<file path="src/rtl/shared_data_axi_writer_if.sv">
// AXI4-lite bus bundle between the shared-data writer (initiator) and the
// shared data memory slave port.
//   Write address : awaddr, awprot, awvalid (m->s), awready (s->m)
//   Write data    : wdata, wstrb, wvalid (m->s), wready (s->m)
//   Write response: bresp, bvalid (s->m), bready (m->s)
//   Read channels : present for completeness; the writer never reads
// Modports: m = initiator side, s = slave side.
interface shared_data_axi_writer_if;
    logic [31:0] awaddr;
    logic [2:0]  awprot;
    logic        awvalid;
    logic        awready;
    logic [31:0] wdata;
    logic [3:0]  wstrb;
    logic        wvalid;
    logic        wready;
    logic [1:0]  bresp;
    logic        bvalid;
    logic        bready;
    logic [31:0] araddr;
    logic [2:0]  arprot;
    logic        arvalid;
    logic        arready;
    logic [31:0] rdata;
    logic [1:0]  rresp;
    logic        rvalid;
    logic        rready;

    modport m (
        output awaddr, awprot, awvalid, input awready,
        output wdata, wstrb, wvalid, input wready,
        input bresp, bvalid, output bready,
        output araddr, arprot, arvalid, input arready,
        input rdata, rresp, rvalid, output rready
    );

    modport s (
        input awaddr, awprot, awvalid, output awready,
        input wdata, wstrb, wvalid, output wready,
        output bresp, bvalid, input bready,
        input araddr, arprot, arvalid, output arready,
        output rdata, rresp, rvalid, input rready
    );
endinterface

</file>
<file path="src/rtl/shared_data_axi_writer.sv">
// Packs the EVR distributed-data-buffer byte stream into little-endian
// 32-bit words, queues them in a small FIFO and writes each one to the
// shared data memory over AXI4-lite (one transaction outstanding).
// Ports:
//   clk, aresetn          clock, asynchronous active-low reset
//   db_valid/db_data      byte stream (cannot be back-pressured)
//   db_start/db_last      first/last byte of a buffer, qualified by db_valid
//   m_axi                 AXI4-lite initiator (write channels only)
//   busy                  FIFO non-empty or a transaction in flight
//   done                  one-cycle pulse when the last word's B arrives
//   overflow, resp_err    sticky status, cleared by db_start
//   words_written         B responses since the last db_start (saturating)
module shared_data_axi_writer #(
    parameter logic [31:0] BASE_ADDR  = 32'h0,
    parameter int          MAX_BYTES  = 2048,
    parameter int          FIFO_DEPTH = 4
) (
    input  logic                      clk,
    input  logic                      aresetn,
    input  logic                      db_valid,
    input  logic [7:0]                db_data,
    input  logic                      db_start,
    input  logic                      db_last,
    shared_data_axi_writer_if.m       m_axi,
    output logic                      busy,
    output logic                      done,
    output logic                      overflow,
    output logic                      resp_err,
    output logic [15:0]               words_written
);
    localparam int OFFW = $clog2(MAX_BYTES);
    localparam int PTRW = $clog2(FIFO_DEPTH);

    typedef struct packed {
        logic [31:0] addr;
        logic [31:0] data;
        logic [3:0]  strb;
        logic        last;
    } entry_t;

    typedef enum logic [1:0] {IDLE, ADDR, RESP} state_t;

    logic [OFFW-1:0] byteOff_q;
    logic [31:0]     wordData_q;
    logic [3:0]      wordStrb_q;
    logic            push_q;
    entry_t          pushEntry_q;

    entry_t          fifoMem_q [FIFO_DEPTH];
    logic [PTRW-1:0] wrPtr_q;
    logic [PTRW-1:0] rdPtr_q;
    logic [PTRW:0]   count_q;

    state_t          state_q;
    logic            awvalid_q;
    logic            wvalid_q;
    logic            bready_q;
    logic            done_q;
    logic            overflow_q;
    logic            respErr_q;
    logic [15:0]     wordsWritten_q;

    logic            startNow;
    logic [OFFW-1:0] effOff;
    logic [1:0]      lane;
    logic [31:0]     curData;
    logic [3:0]      curStrb;
    logic            pushNow;
    logic            pop;
    logic            fifoFull;
    logic            pushAccept;
    entry_t          head;
    logic            unusedOk;

    // A start byte restarts the offset and throws away any partial word.
    always_comb begin
        startNow = db_valid && db_start;
        effOff   = startNow ? '0 : byteOff_q;
        lane     = effOff[1:0];
        curData  = startNow ? '0 : wordData_q;
        curStrb  = startNow ? '0 : wordStrb_q;
        curData[{lane, 3'b000} +: 8] = db_data;
        curStrb[lane] = 1'b1;
        pushNow  = db_valid && ((lane == 2'd3) || db_last);
    end

    // The completed word is staged one cycle before it enters the FIFO.
    always_ff @(posedge clk or negedge aresetn) begin
        if (!aresetn) begin
            byteOff_q   <= '0;
            wordData_q  <= '0;
            wordStrb_q  <= '0;
            push_q      <= 1'b0;
            pushEntry_q <= '0;
        end else begin
            push_q <= pushNow;
            if (db_valid) begin
                byteOff_q <= effOff + OFFW'(1);
                if (pushNow) begin
                    pushEntry_q.addr <= BASE_ADDR + 32'(effOff & ~OFFW'(3));
                    pushEntry_q.data <= curData;
                    pushEntry_q.strb <= curStrb;
                    pushEntry_q.last <= db_last;
                    wordData_q       <= '0;
                    wordStrb_q       <= '0;
                end else begin
                    wordData_q <= curData;
                    wordStrb_q <= curStrb;
                end
            end
        end
    end

    // The head is popped only by the B handshake; a pop in the same cycle
    // frees room for a push into a full FIFO.
    assign pop        = (state_q == RESP) && m_axi.bvalid;
    assign fifoFull   = (count_q == (PTRW+1)'(FIFO_DEPTH));
    assign pushAccept = push_q && (!fifoFull || pop);
    assign head       = fifoMem_q[rdPtr_q];

    always_ff @(posedge clk or negedge aresetn) begin
        if (!aresetn) begin
            for (int i = 0; i < FIFO_DEPTH; i++) fifoMem_q[i] <= '0;
            wrPtr_q <= '0;
            rdPtr_q <= '0;
            count_q <= '0;
        end else begin
            if (pushAccept) begin
                fifoMem_q[wrPtr_q] <= pushEntry_q;
                wrPtr_q            <= wrPtr_q + PTRW'(1);
            end
            if (pop) rdPtr_q <= rdPtr_q + PTRW'(1);
            case ({pushAccept, pop})
                2'b10:   count_q <= count_q + (PTRW+1)'(1);
                2'b01:   count_q <= count_q - (PTRW+1)'(1);
                default: count_q <= count_q;
            endcase
        end
    end

    // Write FSM: AW and W are raised together and each drops on its own
    // handshake; the response phase starts once both have completed.
    always_ff @(posedge clk or negedge aresetn) begin
        if (!aresetn) begin
            state_q   <= IDLE;
            awvalid_q <= 1'b0;
            wvalid_q  <= 1'b0;
            bready_q  <= 1'b0;
            done_q    <= 1'b0;
        end else begin
            done_q <= 1'b0;
            case (state_q)
                IDLE: begin
                    if (count_q != '0) begin
                        state_q   <= ADDR;
                        awvalid_q <= 1'b1;
                        wvalid_q  <= 1'b1;
                    end
                end
                ADDR: begin
                    if (m_axi.awready) awvalid_q <= 1'b0;
                    if (m_axi.wready) wvalid_q <= 1'b0;
                    if ((!awvalid_q || m_axi.awready) && (!wvalid_q || m_axi.wready)) begin
                        state_q  <= RESP;
                        bready_q <= 1'b1;
                    end
                end
                RESP: begin
                    if (m_axi.bvalid) begin
                        state_q  <= IDLE;
                        bready_q <= 1'b0;
                        done_q   <= head.last;
                    end
                end
                default: state_q <= IDLE;
            endcase
        end
    end

    // Status: db_start clears first, so a B arriving on the same edge
    // already counts toward the new buffer.
    always_ff @(posedge clk or negedge aresetn) begin
        if (!aresetn) begin
            overflow_q     <= 1'b0;
            respErr_q      <= 1'b0;
            wordsWritten_q <= '0;
        end else begin
            if (push_q && !pushAccept) overflow_q <= 1'b1;
            else if (startNow) overflow_q <= 1'b0;

            if (pop && (m_axi.bresp != 2'b00)) respErr_q <= 1'b1;
            else if (startNow) respErr_q <= 1'b0;

            if (pop) begin
                if (startNow) wordsWritten_q <= 16'd1;
                else if (wordsWritten_q != 16'hFFFF) wordsWritten_q <= wordsWritten_q + 16'd1;
            end else if (startNow) begin
                wordsWritten_q <= '0;
            end
        end
    end

    assign m_axi.awaddr  = head.addr;
    assign m_axi.awprot  = 3'b000;
    assign m_axi.awvalid = awvalid_q;
    assign m_axi.wdata   = head.data;
    assign m_axi.wstrb   = head.strb;
    assign m_axi.wvalid  = wvalid_q;
    assign m_axi.bready  = bready_q;
    assign m_axi.araddr  = '0;
    assign m_axi.arprot  = 3'b000;
    assign m_axi.arvalid = 1'b0;
    assign m_axi.rready  = 1'b0;

    assign unusedOk = ^{m_axi.arready, m_axi.rdata, m_axi.rresp, m_axi.rvalid};

    assign busy          = (count_q != '0) || (state_q != IDLE);
    assign done          = done_q;
    assign overflow      = overflow_q;
    assign resp_err      = respErr_q;
    assign words_written = wordsWritten_q;
endmodule

</file>
<file path="src/flat_wrapper.sv">
// flat-port wrapper written by rule: the top's interface ports become plain ports
module shared_data_axi_writer_flat 
#(
    parameter logic [31:0] BASE_ADDR  = 32'h0,
    parameter int          MAX_BYTES  = 2048,
    parameter int          FIFO_DEPTH = 4
)
  (clk, aresetn, db_valid, db_data, db_start, db_last, busy, done, overflow, resp_err, words_written, m_axi_awaddr, m_axi_awprot, m_axi_awvalid, m_axi_awready, m_axi_wdata, m_axi_wstrb, m_axi_wvalid, m_axi_wready, m_axi_bresp, m_axi_bvalid, m_axi_bready, m_axi_araddr, m_axi_arprot, m_axi_arvalid, m_axi_arready, m_axi_rdata, m_axi_rresp, m_axi_rvalid, m_axi_rready);
  shared_data_axi_writer_if m_axi_i ();
  input  logic clk;
  input  logic aresetn;
  input  logic db_valid;
  input  logic [7:0] db_data;
  input  logic db_start;
  input  logic db_last;
  output logic busy;
  output logic done;
  output logic overflow;
  output logic resp_err;
  output logic [15:0] words_written;
  output wire logic [$bits(m_axi_i.awaddr)-1:0] m_axi_awaddr;
  output wire logic [$bits(m_axi_i.awprot)-1:0] m_axi_awprot;
  output wire logic [$bits(m_axi_i.awvalid)-1:0] m_axi_awvalid;
  input wire logic [$bits(m_axi_i.awready)-1:0] m_axi_awready;
  output wire logic [$bits(m_axi_i.wdata)-1:0] m_axi_wdata;
  output wire logic [$bits(m_axi_i.wstrb)-1:0] m_axi_wstrb;
  output wire logic [$bits(m_axi_i.wvalid)-1:0] m_axi_wvalid;
  input wire logic [$bits(m_axi_i.wready)-1:0] m_axi_wready;
  input wire logic [$bits(m_axi_i.bresp)-1:0] m_axi_bresp;
  input wire logic [$bits(m_axi_i.bvalid)-1:0] m_axi_bvalid;
  output wire logic [$bits(m_axi_i.bready)-1:0] m_axi_bready;
  output wire logic [$bits(m_axi_i.araddr)-1:0] m_axi_araddr;
  output wire logic [$bits(m_axi_i.arprot)-1:0] m_axi_arprot;
  output wire logic [$bits(m_axi_i.arvalid)-1:0] m_axi_arvalid;
  input wire logic [$bits(m_axi_i.arready)-1:0] m_axi_arready;
  input wire logic [$bits(m_axi_i.rdata)-1:0] m_axi_rdata;
  input wire logic [$bits(m_axi_i.rresp)-1:0] m_axi_rresp;
  input wire logic [$bits(m_axi_i.rvalid)-1:0] m_axi_rvalid;
  output wire logic [$bits(m_axi_i.rready)-1:0] m_axi_rready;
  assign m_axi_awaddr = m_axi_i.awaddr;
  assign m_axi_awprot = m_axi_i.awprot;
  assign m_axi_awvalid = m_axi_i.awvalid;
  assign m_axi_i.awready = m_axi_awready;
  assign m_axi_wdata = m_axi_i.wdata;
  assign m_axi_wstrb = m_axi_i.wstrb;
  assign m_axi_wvalid = m_axi_i.wvalid;
  assign m_axi_i.wready = m_axi_wready;
  assign m_axi_i.bresp = m_axi_bresp;
  assign m_axi_i.bvalid = m_axi_bvalid;
  assign m_axi_bready = m_axi_i.bready;
  assign m_axi_araddr = m_axi_i.araddr;
  assign m_axi_arprot = m_axi_i.arprot;
  assign m_axi_arvalid = m_axi_i.arvalid;
  assign m_axi_i.arready = m_axi_arready;
  assign m_axi_i.rdata = m_axi_rdata;
  assign m_axi_i.rresp = m_axi_rresp;
  assign m_axi_i.rvalid = m_axi_rvalid;
  assign m_axi_rready = m_axi_i.rready;
  shared_data_axi_writer #(.BASE_ADDR(BASE_ADDR), .MAX_BYTES(MAX_BYTES), .FIFO_DEPTH(FIFO_DEPTH)) u_core (.clk(clk), .aresetn(aresetn), .db_valid(db_valid), .db_data(db_data), .db_start(db_start), .db_last(db_last), .m_axi(m_axi_i), .busy(busy), .done(done), .overflow(overflow), .resp_err(resp_err), .words_written(words_written));
endmodule
</file>
<file path="config.mk">
export PLATFORM = sky130hd
export DESIGN_NAME = shared_data_axi_writer_flat
export DESIGN_NICKNAME = d
export VERILOG_FILES = /design/src/rtl/shared_data_axi_writer_if.sv /design/src/rtl/shared_data_axi_writer.sv /design/src/flat_wrapper.sv
export SDC_FILE = /design/constraint.sdc
export NUM_CORES = 1
export LEC_CHECK = 0
export BUFFER_PORTS_ARGS = -buffer_cell sky130_fd_sc_hd__buf_2
export CAP_MARGIN = 20
export CORE_ASPECT_RATIO = 0.5
export CORE_MARGIN = 2
export CORE_UTILIZATION = 35
export DETAILED_ROUTE_END_ITERATION = 8
export MAX_ROUTING_LAYER = met4
export PLACE_DENSITY = 0.62
export SLEW_MARGIN = 20
export SYNTH_ARGS = -nofsm -noshare
export SYNTH_HDL_FRONTEND = slang
export SYNTH_SLANG_ARGS = --single-unit
</file>
<file path="constraint.sdc">
create_clock -name clk -period 3.24 [get_ports clk]
set_input_delay 0.324 -clock clk [delete_from_list [all_inputs] [get_ports clk]]
set_output_delay 0.324 -clock clk [all_outputs]
set_load 0.05 [all_outputs]
</file>
# Word level (Yosys, flattened, before mapping)
# Cells that the tools add are included.
# word_totals
register_bits	401
latch_bits	0
ramBits	0
mem_bits_ro	0
elab_cells	135
n_memories	0
# classes
n_addsub	7
multipliers	0
div	0
magnitude_cmp	5
eq_ne	12
shift	2
mux	36
bitwise	3
n_reduce_logical	35
# ops
op	count
$bwmux W276	1
$mux W69	3
$bmux W69 S2	1
$demux W69 S2	1
$mux W16	4
$mux W32	2
$bwmux W32	1
$shift A8 B7 Y32 const A	1
$shiftx A8 B7 Y32	1
$reduce_bool A2 Y1	9
$add A16 B1 Y16 const B	1
$ne A16 B16 Y1 const B	1
$reduce_and A3 Y1	4
$add A11 B1 Y11 const B	1
$mux W1	11
$mux W11	1
$logic_and A1 B1 Y1	9
$mux W4	2
$neg A5 Y7	1
$eq A2 B2 Y1 const B	3
$ge A3 B3 Y1 const B	2
$mux W2	3
$ne A2 B2 Y1 const B	3
$not A2 Y3	2
other kinds (19)	32

# Logic depth before layout (Yosys ltp)
# Gate-level depths: netlist of the first run.
# logic_depth
ltp_word	8
mapped_depth	12
mapped_depth_nobuf	9

# Least setup slack after synthesis of the first run
# OpenSTA, ideal clock, no wires.
# synth_timing
kind	input to register
from	input port db_start
to	register u_core.wordData_q[10]
setup_ps	67
arrival_time_ps	2641
t_required_ps	3173
path_slack_ps	531
cell_stages	11
path_cell_list	clkbuf_1 nand2_1 clkbuf_1 and2_1 ha_1 clkbuf_1 o21ai_2 inv_2 clkbuf_1 o31ai_2 a22o_1
# synth_via
elab_chain_len	6
# synth_rtl
element	line_no	source
start, declared	flat_wrapper.sv:14	input logic db_start;
$logic_and A1 B1 Y1 (*)	shared_data_axi_writer.sv:77	startNow = db_valid && db_start;
$mux W11	shared_data_axi_writer.sv:78	effOff = startNow ? '0 : byteOff_q;
$neg A5 Y7 or $eq A2 B2 Y1 (tied branches)	shared_data_axi_writer.sv:82, shared_data_axi_writer.sv:84	
$shiftx A8 B7 Y32 (tied with other cells)	shared_data_axi_writer.sv:82	curData[{lane, 3'b000} +: 8] = db_data;
$bwmux W32 or $logic_and A1 B1 Y1 (tied branches)	shared_data_axi_writer.sv:82, shared_data_axi_writer.sv:84	
$mux W32 (*)	shared_data_axi_writer.sv:99	if (pushNow) begin
end signal, assigned	shared_data_axi_writer.sv:107	wordData_q <= curData;
end, declared	shared_data_axi_writer.sv:44	logic [31:0] wordData_q;
# Mark *: on every way between the ends. The rest lies on a longest branch, timed or not.
# A chain may end at the register's enable or synchronous reset.

# Worst setup path in the final report of the first run
# layout_timing
from	register u_core.rdPtr_q[0]
to	output port m_axi_wdata[20]
# layout_via
elab_chain_len	4
# layout_rtl
element	line_no	source
start, declared	shared_data_axi_writer.sv:51	logic [PTRW-1:0] rdPtr_q;
start signal, assigned	shared_data_axi_writer.sv:132	if (pop) rdPtr_q <= rdPtr_q + PTRW'(1);
$not A2 Y3 (not written as such)	shared_data_axi_writer.sv:119	assign head = fifoMem_q[rdPtr_q];
$bmux W69 S2	shared_data_axi_writer.sv:119	
$mux W69 (not written as such) (2 in a row)	shared_data_axi_writer.sv:119	
end, declared	flat_wrapper.sv:25	output wire logic [$bits(m_axi_i.wdata)-1:0] m_axi_wdata;
# Every way passes these cells. The select of a mux whose other input is x is not followed.

==> flow_summary_export.csv, run 1 <==
group,metric,value,unit
power_and_ir_drop,powerDensity,936.0,nW/µm²
power_and_ir_drop,peakVddDrop,0.3693,mV
sta,rsz0062_at_grt,"no",
floorplanning,io_pins,185,
drt,dr.first_iter.drc_count,439,
global_route,grt_max_degree,94,
place,pre_cts_slack,0.5263,ns
yosys,synth_top_family_by_area,"multiplexers",
setup_path,critPathArrivalTime,2.26,ns
layout,final_layout_size_suffix_gt1_share,35.10,%
yosys,synth_commonest_cells,"dfrtp_1 (309), mux2_2 (185), nor2_1 (75)",
yosys,synth_area_leaders,"dfrtp_1 (55%), mux2_2 (15%), mux4_2 (7.4%)",
drt,routedWlPerCell,18.22,µm
setup_path,crit_path_max_fanout,28,
cts,clk_transition_reported_paths,0.07,ns
place,hpwlAfterDp,20040,µm
layout,final_area,16040,µm²
setup_path,cp.required,2.92,ns
cts,cts_resized,0,
yosys,synthXorXnorAreaFrac,0.7501,%
yosys,synth_top_area_share,55.19,%
drt,drt_pass1_iterations,5,
cts,cts_tree,"yes",
yosys,synth-seq-cells,309,
layout,fin_nets,1193,
setup_path,cp-end-kind,"output port",
floorplanning,rows,51,
place,portBuffers,85,
cts,clock_latency,0.56,ns
cts,numClockSinks,309,
sta,holdWs,0.01636,ns
yosys,netlist_instances,1050,
yosys,synthMuxAreaShare,22.33,%
cts,cts_setup_buffers,0,
place,placed_area,14840,µm²
yosys,synth_edf_count,0,
floorplanning,core-area,39180,µm²
drt,vias,8630,
sta,period_share,79.85,%
global_route,grt_pass1_vias,9118,
drt,routed_via_density,5.140,
yosys,netlist_area,14010,µm²
cts,clockBufferDepth,3,
sta,fin_ws,0.6529,ns
place,gp_congestion,0.8010,
layout,final_util,40.94,%
yosys,synthFlopType,"dfrtp_1",
yosys,synth_compound_area_share,7.644,%
yosys,syn_area_per_cell,13.34,µm²
drt,detail-route-antenna-nets,0,
cts,root_buffer,"clkbuf_16",
sta,post-route-min-period,2.587,ns
floorplanning,dieHeight,145.5,µm
yosys,synthArstFlopShare,100.0,%
sta,finClkSkew,0.01853,ns
sta,fmax,386.5,MHz
run_status,status,"completed",
floorplanning,dieArea,41740,µm²
global_route,track_usage,15.05,%
drt,drc,0,
sta,hold_violations,0,
floorplanning,die_w,287.0,µm
setup_path,critPathKind,"reg2out",
yosys,synth_fa_ha_area_share,1.393,%
cts,cts_buffers,30,
global_route,antenna_found_initial,1,
global_route,grt_overflow,0,
setup_path,r2r_setup_slack,0.78,ns
global_route,grt_first_pass_wirelength,49760,µm
yosys,yosysMostFrequentCell,"dfrtp_1",
power_and_ir_drop,leakage,7.456,nW
hold_path,hold_path_class,"in2reg",
sta,setup_tns,0,ns
cts,htreeDepth,1,
yosys,yosysSeqAreaShare,55.19,%
sta,timing.slew.headroom,50.92,%
yosys,yosys.area.top_type,"dfrtp_1",
drt,wl,30590,µm
sta,tightest_slew,0.7301,ns
yosys,synth-simple-area-share,7.082,%
layout,area_growth,14.48,%
yosys,synth_cell_types,58,
cts,ctsHoldBuffers,2,
floorplanning,initial_core_util,35.76,%
run,drv_cap,0,
sta,slew_viol_final,0,
sta,finalSetupViolCount,0,
setup_path,cp-start-kind,"flop",
yosys,yosys_warnings,0,
-- power by group --
| group | internal (mW) | switching [mW] | total, mW |
|---|---|---|---|
| clock network | 2.57 | 1.52 | 4.09 |
| registers | 4.91 | 0.703 | 5.62 |
| logic | 2.08 | 3.22 | 5.30 |
| total | 9.57 | 5.44 | 15.0 |
-- cells in the final DEF (no fill, tap or decap), drive strengths merged, types with 4 or more instances in the layout --
master  instances
a21oi          14
a221oi         28
a22o           37
a31oi           5
a32oi           4
and2            8
and3            9
buf           100
bufinv         10
clkbuf         37
clkinv          7
conb           63
dfrtp         309
ha             14
inv            16
mux2          185
mux4           46
nand2          60
nand3          12
nand4          10
nor2           75
nor3            6
nor4            6
o21ai          23
o31ai          10
or3             7
or4             5
xnor2           8
xor2            4
-- final timing paths --
check,start,endpoint,depth (start not counted)
worst max-delay path,u_core.rdPtr_q[0]$_DFFE_PN0P_,m_axi_wdata[20],3
min in group asynchronous,aresetn,u_core.state_q[1]$_DFFE_PN0P_,2
worst min register to register,u_core.resp_err$_DFFE_PN0P_,u_core.resp_err$_DFFE_PN0P_,2
worst min-delay path,m_axi_bresp[0],u_core.resp_err$_DFFE_PN0P_,3
max in group asynchronous,aresetn,u_core.fifoMem_q[226]$_DFFE_PN0P_,3
worst max register to register,u_core.byteOff_q[1]$_DFFE_PN0P_,u_core.wordData_q[12]$_DFFE_PN0P_,7
-- registers in the layout, indices dropped and copies added (netlist names) --
| register | flops |
|---|---|
| u_core.words_written | 16 |
| u_core.done | 1 |
| u_core.byteOff_q | 11 |
| u_core.wordStrb_q | 4 |
| u_core.m_axi.awvalid | 1 |
| u_core.m_axi.bready | 1 |
| u_core.push_q | 1 |
| u_core.count_q | 3 |
| u_core.state_q | 2 |
| u_core.wrPtr_q | 2 |
| u_core.overflow | 1 |
| u_core.resp_err | 1 |
| u_core.fifoMem_q | 184 |
| u_core.pushEntry_q | 46 |
| u_core.m_axi.wvalid | 1 |
| u_core.rdPtr_q | 2 |
| u_core.wordData_q | 32 |
-- through the flow --
stage,total power [mW],cells
finish,15.01,1679
global route,15.75,1679
CTS,15.20,1678
detailed placement,11.08,1620
global placement,10.83,1620
floorplan,9.816,1112
-- worst max-delay path, stage by stage (launching register included) --
cell	delay, ns
dfrtp_2	0.35
buf_4	0.48
mux4_2	0.60
buf_2	0.23
-- layout make-up --
class,instances,area (µm²)
Tap cell,530,663.1
Clock buffer,37,807.0
Multi-Input combinational cell,665,5737
Inverter,16,60.06
Antenna cell,1,2.502
Clock inverter,19,367.9
Timing Repair Buffer,102,668.1
Fill cell,3569,23140
Sequential cell,309,7735
-- logic make-up (layout without fill, tap and decap cells) --
logic type / after synthesis / count (layout)
flops: 309 / 309
mux: 232 / 232
simple gates: 206 / 206
buf+inv: 138 / 174
compound gates: 137 / 137
fa+ha+maj: 15 / 15
xor+xnor: 12 / 12
other cells: 1 / 64
-- per-layer routing --
layer | global-route usage (%) | routed length [µm]
met4 | 3.880 | 769
met2 | 25.51 | 15450
met3 | 2.414 | 1351
met5 | - | 0
met1 | 18.81 | 13020
Power figures use the tool's default switching activity.
==> run 2: changes to the inputs <==
--- a/config.mk
+++ b/config.mk
@@ -5,6 +5,7 @@
 export SDC_FILE = /design/constraint.sdc
 export NUM_CORES = 1
 export LEC_CHECK = 0
+export ABC_AREA = 1
 export BUFFER_PORTS_ARGS = -buffer_cell sky130_fd_sc_hd__buf_2
 export CAP_MARGIN = 20
 export CORE_ASPECT_RATIO = 0.5
==> constraint.sdc (replaced) <==
create_clock -name clk -period 2.6 [get_ports clk]
set_input_delay 0.26 -clock clk [delete_from_list [all_inputs] [get_ports clk]]
set_output_delay 0.26 -clock clk [all_outputs]
set_load 0.05 [all_outputs]
==> run 2 against run 1 <==
Worst setup slack lost 0.54 ns. Core utilization shrank 0.92 points. Sequential power grew 12%. Routed wire length grew 35%. Die area grew 8.2%. Clock skew grew 0.0017 ns. Global-route usage grew 3.7 points. Total power grew 25%.
==> flow_summary_export.csv, run 2 <==
group,metric,value,unit
place,gp_congestion,0.8480,
sta,slew_viol_final,0,
drt,drt_pass1_iterations,6,
yosys,synthArstFlopShare,100.0,%
power_and_ir_drop,powerDensity,1107,nW/µm²
layout,largest_reg_flops,184,
layout,layout.cells.most_common,"nand2_1",
cts,numClockSinks,309,
place,placed_area,15890,µm²
global_route,antenna_found_initial,2,
sta,finalSetupViolCount,0,
yosys,yosys_warnings,0,
setup_path,critPathKind,"reg2out",
setup_path,crit_chain,"inv_2 -> buf_4 -> o21ai_0 -> o22ai_1 -> buf_2",
yosys,synth_edf_count,0,
layout,final_layout_size_suffix_gt1_share,10.64,%
drt,dr.first_iter.drc_count,1129,
run_status,status,"completed",
power_and_ir_drop,peakVddDrop,0.5975,mV
global_route,grt_pass1_vias,11700,
global_route,track_usage,18.73,%
setup_path,critPathBufInv,3,
layout,layout_common_cells,"nand2_1 (604), dfrtp_1 (308), o21ai_0 (218)",
sta,period_share,95.78,%
setup_path,crit_path_max_fanout,34,
yosys,syn_area_per_cell,8.217,µm²
sta,post-route-min-period,2.490,ns
sta,fmax,401.5,MHz
drt,routed_via_density,4.979,
sta,rsz0062_at_grt,"no",
floorplanning,initial_core_util,35.84,%
setup_path,cp_slowest_cell,"dfrtp_2",
sta,setup_tns,0,ns
power_and_ir_drop,leakage,8.715,nW
drt,drc,0,
yosys,synth_cell_types,41,
setup_path,reg2regPathDepth,8,
setup_path,cp_top_family,"buffers and inverters",
sta,timing.slew.headroom,54.07,%
floorplanning,rows,53,
cts,cts_buffers,30,
cts,clockBufferDepth,3,
layout,fin_nets,1974,
yosys,synth_commonest_cells,"nand2_1 (604), dfrtp_1 (309), o21ai_0 (218)",
cts,clock_latency,0.59,ns
yosys,netlist_area,15190,µm²
drt,detail-route-antenna-nets,0,
run,drv_cap,0,
floorplanning,die_w,298.6,µm
cts,htreeDepth,1,
global_route,grt_max_degree,106,
sta,finClkSkew,0.02021,ns
yosys,netlist_instances,1848,
setup_path,cpPeakStageDelay,0.43,ns
cts,cts_tree,"yes",
setup_path,cp.depth,5,
cts,clk_transition_reported_paths,0.07,ns
yosys,synthFlopType,"dfrtp_1",
floorplanning,core-area,42370,µm²
global_route,grt_overflow,0,
setup_path,cp.required,2.34,ns
sta,tightest_slew,0.6890,ns
layout,area_growth,11.66,%
global_route,grt_first_pass_wirelength,65750,µm
hold_path,hold_path_class,"in2reg",
floorplanning,dieArea,45170,µm²
drt,wl,41440,µm
layout,final_area,16960,µm²
setup_path,critPathArrivalTime,2.23,ns
yosys,synth_top_area_share,50.92,%
yosys,yosys.area.top_type,"dfrtp_1",
sta,hold_violations,0,
drt,routedWlPerCell,16.55,µm
setup_path,cp-start-kind,"flop",
place,portBuffers,85,
yosys,synth-seq-cells,309,
floorplanning,io_pins,185,
yosys,yosysMostFrequentCell,"nand2_1",
setup_path,cp-end-kind,"output port",
layout,top_register,"u_core.fifoMem_q",
hold_path,hold_depth,5,
cts,root_buffer,"clkbuf_16",
layout,reg.largest.list,"u_core.fifoMem_q x184, u_core.pushEntry_q x46, u_core.wordData_q x32",
drt,vias,12470,
place,hpwlAfterDp,25810,µm
floorplanning,dieHeight,151.3,µm
yosys,yosysSeqAreaShare,50.92,%
yosys,synth_area_leaders,"dfrtp_1 (51%), nand2_1 (15%), o21ai_0 (7.2%)",
-- run 2: cell count changes after synthesis, moves of 50 or more --
cell / change
nor2_1: +50
inv_1: +77
o21ai_0: +196
nand2_1: +548
mux2_2: -185
o21ai_1: +129
-- run 2: final timing paths --
check	from	end	slack (ns)
max	u_core.rdPtr_q[0]$_DFFE_PN0P_	m_axi_wdata[10]	0.11
min	db_data[0]	u_core.pushEntry_q[5]$_DFFE_PN0P_	0.1
max reg2reg	u_core.byteOff_q[1]$_DFFE_PN0P_	u_core.wordData_q[10]$_DFFE_PN0P_	0.25
min reg2reg	u_core.fifoMem_q[182]$_DFFE_PN0P_	u_core.fifoMem_q[182]$_DFFE_PN0P_	0.47
max in group asynchronous	aresetn	u_core.fifoMem_q[150]$_DFFE_PN0P_	1.51
min in group asynchronous	aresetn	u_core.words_written[4]$_DFFE_PN0P_	0.23
-- run 2: repair_timing --
item | in CTS | in global routing
setup buffers | 0 | 0
endpoints found under the setup margin | 0 | 1
hold buffers | 7 | 0
hold endpoints to repair | 70 | 0
gates resized for setup | 0 | 1
-- run 2: metrics by stage --
| stage | worst slack, ns | cells | power, mW | hold WS, ns | utilization [%] |
|---|---|---|---|---|---|
| 2_1_floorplan | 0.4324 | 1910 | 12.15 | -0.03559 | - |
| 3_3_place_gp | 0.2573 | 2443 | 14.23 | 0.2729 | 37.49 |
| 5_1_grt | 0.01653 | 2504 | 19.77 | 0.09521 | 40.02 |
| 4_1_cts | 0.03701 | 2503 | 18.83 | 0.07624 | 40.00 |
| 6_report | 0.1096 | 2504 | 18.77 | 0.09645 | 40.02 |
| 3_5_place_dp | 0.1960 | 2443 | 14.31 | 0.2819 | 37.49 |
-- run 2: area by class of cell --
cell class	instances	area, µm²
repair buffers	139	949.7
clock buffers	46	870.8
flip-flops and latches	309	7734
clock inverters	7	121.4
well taps	577	721.9
fillers	4244	25420
multi-input cells	1331	6203
diodes	1	2.502
inverters	94	352.8
-- run 2: worst reg2reg max path: stages (launching register included) --
cell and delay, ns:
dfrtp_1 0.38, inv_1 0.08, nor2_1 0.10, ha_1 0.26, nand2_1 0.15, nand2_2 0.20, nor2_4 0.57, inv_1 0.34
o21ai_1 0.21
-- run 2: report_power, final --
group,switching (mW),internal [mW]
clock,1.91,2.59
combinational,6.10,1.86
sequential,0.588,5.73
total,8.60,10.2
-- run 2: routing by layer --
layer  track usage (%)  share of wire [%]  up-vias
met5                 -                  0        -
met4             4.799                2.3        0
met3             2.596                5.2       73
met2             28.74                 44      340
met1             26.18                 48     6024
li1                  -                  -     6031
-- run 2: logic make-up (layout without fill, tap and decap cells) --
logic type | Yosys count | after routing | synth area share [%]
adders and majority gates | 15 | 15 | 1.285
buffers and inverters | 270 | 286 | 9.764
DFF | 309 | 309 | 50.92
AOI/OAI and AO/OA | 437 | 437 | 15.64
and+or+nand+nor | 802 | 802 | 21.56
other | 1 | 64 | 0.02469
xor gates and xnor gates | 14 | 14 | 0.8075
==> run 3: changes to the inputs <==
--- a/config.mk
+++ b/config.mk
@@ -13,7 +13,7 @@
 export CORE_UTILIZATION = 35
 export DETAILED_ROUTE_END_ITERATION = 8
 export MAX_ROUTING_LAYER = met4
-export PLACE_DENSITY = 0.62
+export PLACE_DENSITY_LB_ADDON = 0.2
 export SLEW_MARGIN = 20
 export SYNTH_ARGS = -nofsm -noshare
 export SYNTH_HDL_FRONTEND = slang
==> constraint.sdc (replaced) <==
create_clock -name clk -period 3.1 [get_ports clk]
set_input_delay 0.31 -clock clk [delete_from_list [all_inputs] [get_ports clk]]
set_output_delay 0.31 -clock clk [all_outputs]
set_load 0.05 [all_outputs]
==> run 3 against run 2 <==
Via count is 1.3% lower. Global-route usage rose by 1.1 points. Cell count fell by 0.52%. Flip-flop and latch count did not move. Combinational power is 17% lower. Total power shrank 15%. Highest routed layer unchanged.
==> flow_summary_export.csv, run 3 (synthesis gave the netlist of run 2 again) <==
group,metric,value,unit
run_status,status,"completed",
cts,ctsHoldBuffers,3,
power_and_ir_drop,switchingPower,7.319,mW
drt,detail-route-antenna-nets,0,
floorplanning,dieHeight,151.3,µm
sta,finClkSkew,0.03279,ns
setup_path,rr_endpoint,"u_core.wordStrb_q[1]$_DFFE_PN0P_",
power_and_ir_drop,powerDensity,944.8,nW/µm²
layout,layout.cells.most_common,"nand2_1",
floorplanning,initial_core_util,35.84,%
drt,drc,0,
layout,layout_common_cells,"nand2_1 (604), dfrtp_1 (308), o21ai_0 (218)",
place,hpwlAfterDp,26250,µm
layout,top_register,"u_core.fifoMem_q",
hold_path,holdCritStartpoint,"m_axi_bresp[0]",
floorplanning,dieArea,45170,µm²
global_route,track_usage,19.84,%
setup_path,cp.required,3.59,ns
place,portBuffers,85,
layout,final_layout_size_suffix_gt1_share,10.55,%
setup_path,cp-start-kind,"flop",
setup_path,r2r_setup_slack,0.45,ns
global_route,grt_pass1_vias,11680,
power_and_ir_drop,p_clk_share,25.3,%
cts,cts_setup_buffers,0,
layout,area_growth,11.30,%
sta,slew_viol_final,0,
sta,setup_tns,0,ns
floorplanning,rows,53,
layout,fin_nets,1958,
drt,drt_pass1_iterations,5,
sta,tightest_slew,0.8926,ns
global_route,grt_first_pass_wirelength,68780,µm
cts,cts_resized,0,
hold_path,hold_path_class,"in2reg",
floorplanning,core-area,42370,µm²
cts,clock_latency,0.59,ns
floorplanning,io_pins,185,
cts,clk_transition_reported_paths,0.06,ns
setup_path,r2r_start,"u_core.byteOff_q[0]$_DFFE_PN0P_",
layout,reg.largest.list,"u_core.fifoMem_q x184, u_core.pushEntry_q x46, u_core.wordData_q x32",
cts,clockBufferDepth,3,
power_and_ir_drop,leakage,8.669,nW
power_and_ir_drop,pwr-share-comb,41.5,%
hold_path,hold_depth,3,
setup_path,critPathArrivalTime,3.14,ns
drt,routedWlPerCell,17.33,µm
cts,cts_tree,"yes",
setup_path,reg2regPathDepth,8,
cts,numClockSinks,309,
power_and_ir_drop,p_total,15.97,mW
cts,cts_buffers,31,
sta,post-route-min-period,2.653,ns
layout,fill_cells,4408,
sta,period_share,85.59,%
sta,hold_violations,0,
setup_path,cp-end-kind,"flop",
setup_path,critPathKind,"reg2reg",
global_route,antenna_found_initial,0,
floorplanning,die_w,298.6,µm
drt,routed_via_density,4.938,
cts,root_buffer,"clkbuf_16",
layout,largest_reg_flops,184,
drt,dr.first_iter.drc_count,943,
drt,vias,12300,
power_and_ir_drop,peakVddDrop,0.6523,mV
layout,diodes,0,
run,drv_cap,0,
global_route,grt_overflow,0,
hold_path,whs_endpoint,"u_core.resp_err$_DFFE_PN0P_",
power_and_ir_drop,swShare,45.83,%
sta,fmax,376.9,MHz
cts,htreeDepth,1,
sta,finalSetupViolCount,0,
power_and_ir_drop,internal_power,8.650,mW
drt,wl,43170,µm
sta,timing.slew.headroom,40.49,%
global_route,grt_max_degree,93,
place,gp_congestion,0.8195,
setup_path,crit_path_max_fanout,27,
power_and_ir_drop,seqPwrFrac,33.1,%
sta,rsz0062_at_grt,"no",
run 3: power groups by stage:
| stage | Combinational, mW | Clock, mW | Sequential, mW |
|---|---|---|---|
| 3_5_place_dp | 6.68 | 0 | 5.35 |
| 2_1_floorplan | 4.87 | 0 | 5.31 |
| 4_1_cts | 6.69 | 4.14 | 5.29 |
| 5_1_grt | 7.20 | 4.31 | 5.39 |
| 6_report | 6.63 | 4.04 | 5.29 |
| 3_3_place_gp | 6.66 | 0 | 5.34 |
run 3: critical path: stages (launching register included):
cell and delay (ns):
dfrtp_1 0.37, nand2_1 0.08, inv_1 0.15, ha_1 0.29, nand2_1 0.14, nand2_2 0.33
nor2_4 0.65, inv_1 0.34, o21ai_1 0.21
run 3: layout make-up:
type	instances	area (µm²)	area share, %
inverter	94	352.8	2.087
clock buffer	44	894.6	5.293
multi-input combinational	1331	6203	36.70
tap	577	721.9	4.271
timing repair buffer	122	795.8	4.708
clock inverter	14	200.2	1.184
sequential	309	7734	45.75
run 3: worst max path at each step:
stage	startpoint	endpoint	cells past startpoint
floorplan	db_valid	u_core.wordData_q[15]$_DFFE_PN0P_	13
global placement	db_valid	u_core.wordData_q[10]$_DFFE_PN0P_	10
detailed placement	db_valid	u_core.wordStrb_q[1]$_DFFE_PN0P_	10
CTS	u_core.byteOff_q[0]$_DFFE_PN0P_	u_core.wordStrb_q[1]$_DFFE_PN0P_	8
global route	u_core.byteOff_q[0]$_DFFE_PN0P_	u_core.wordStrb_q[2]$_DFFE_PN0P_	8
finish	u_core.byteOff_q[0]$_DFFE_PN0P_	u_core.wordStrb_q[1]$_DFFE_PN0P_	8
run 3: per-stage QoR:
step | instances | setup WS [ns] | hold WS, ns | util (%) | instance area (µm²)
2_1_floorplan | 1910 | 0.8847 | 0.01441 | - | 15420
3_3_place_gp | 2430 | 0.3264 | 0.3497 | 37.23 | 15780
3_5_place_dp | 2430 | 0.3144 | 0.3571 | 37.23 | 15780
4_1_cts | 2491 | 0.4307 | 0.001071 | 39.89 | 16900
5_1_grt | 2491 | 0.1965 | 0.06992 | 39.89 | 16900
6_report | 2491 | 0.4467 | 0.02089 | 39.89 | 16900
run 3: layer usage:
| metal | GRT usage (%) | wire [µm] | vias up |
|---|---|---|---|
| li1 | - | - | 6008 |
| met1 | 28.91 | 21720 | 5988 |
| met2 | 30.17 | 19120 | 268 |
| met3 | 2.194 | 1751 | 36 |
| met4 | 3.392 | 572 | 0 |
| met5 | - | 0 | - |
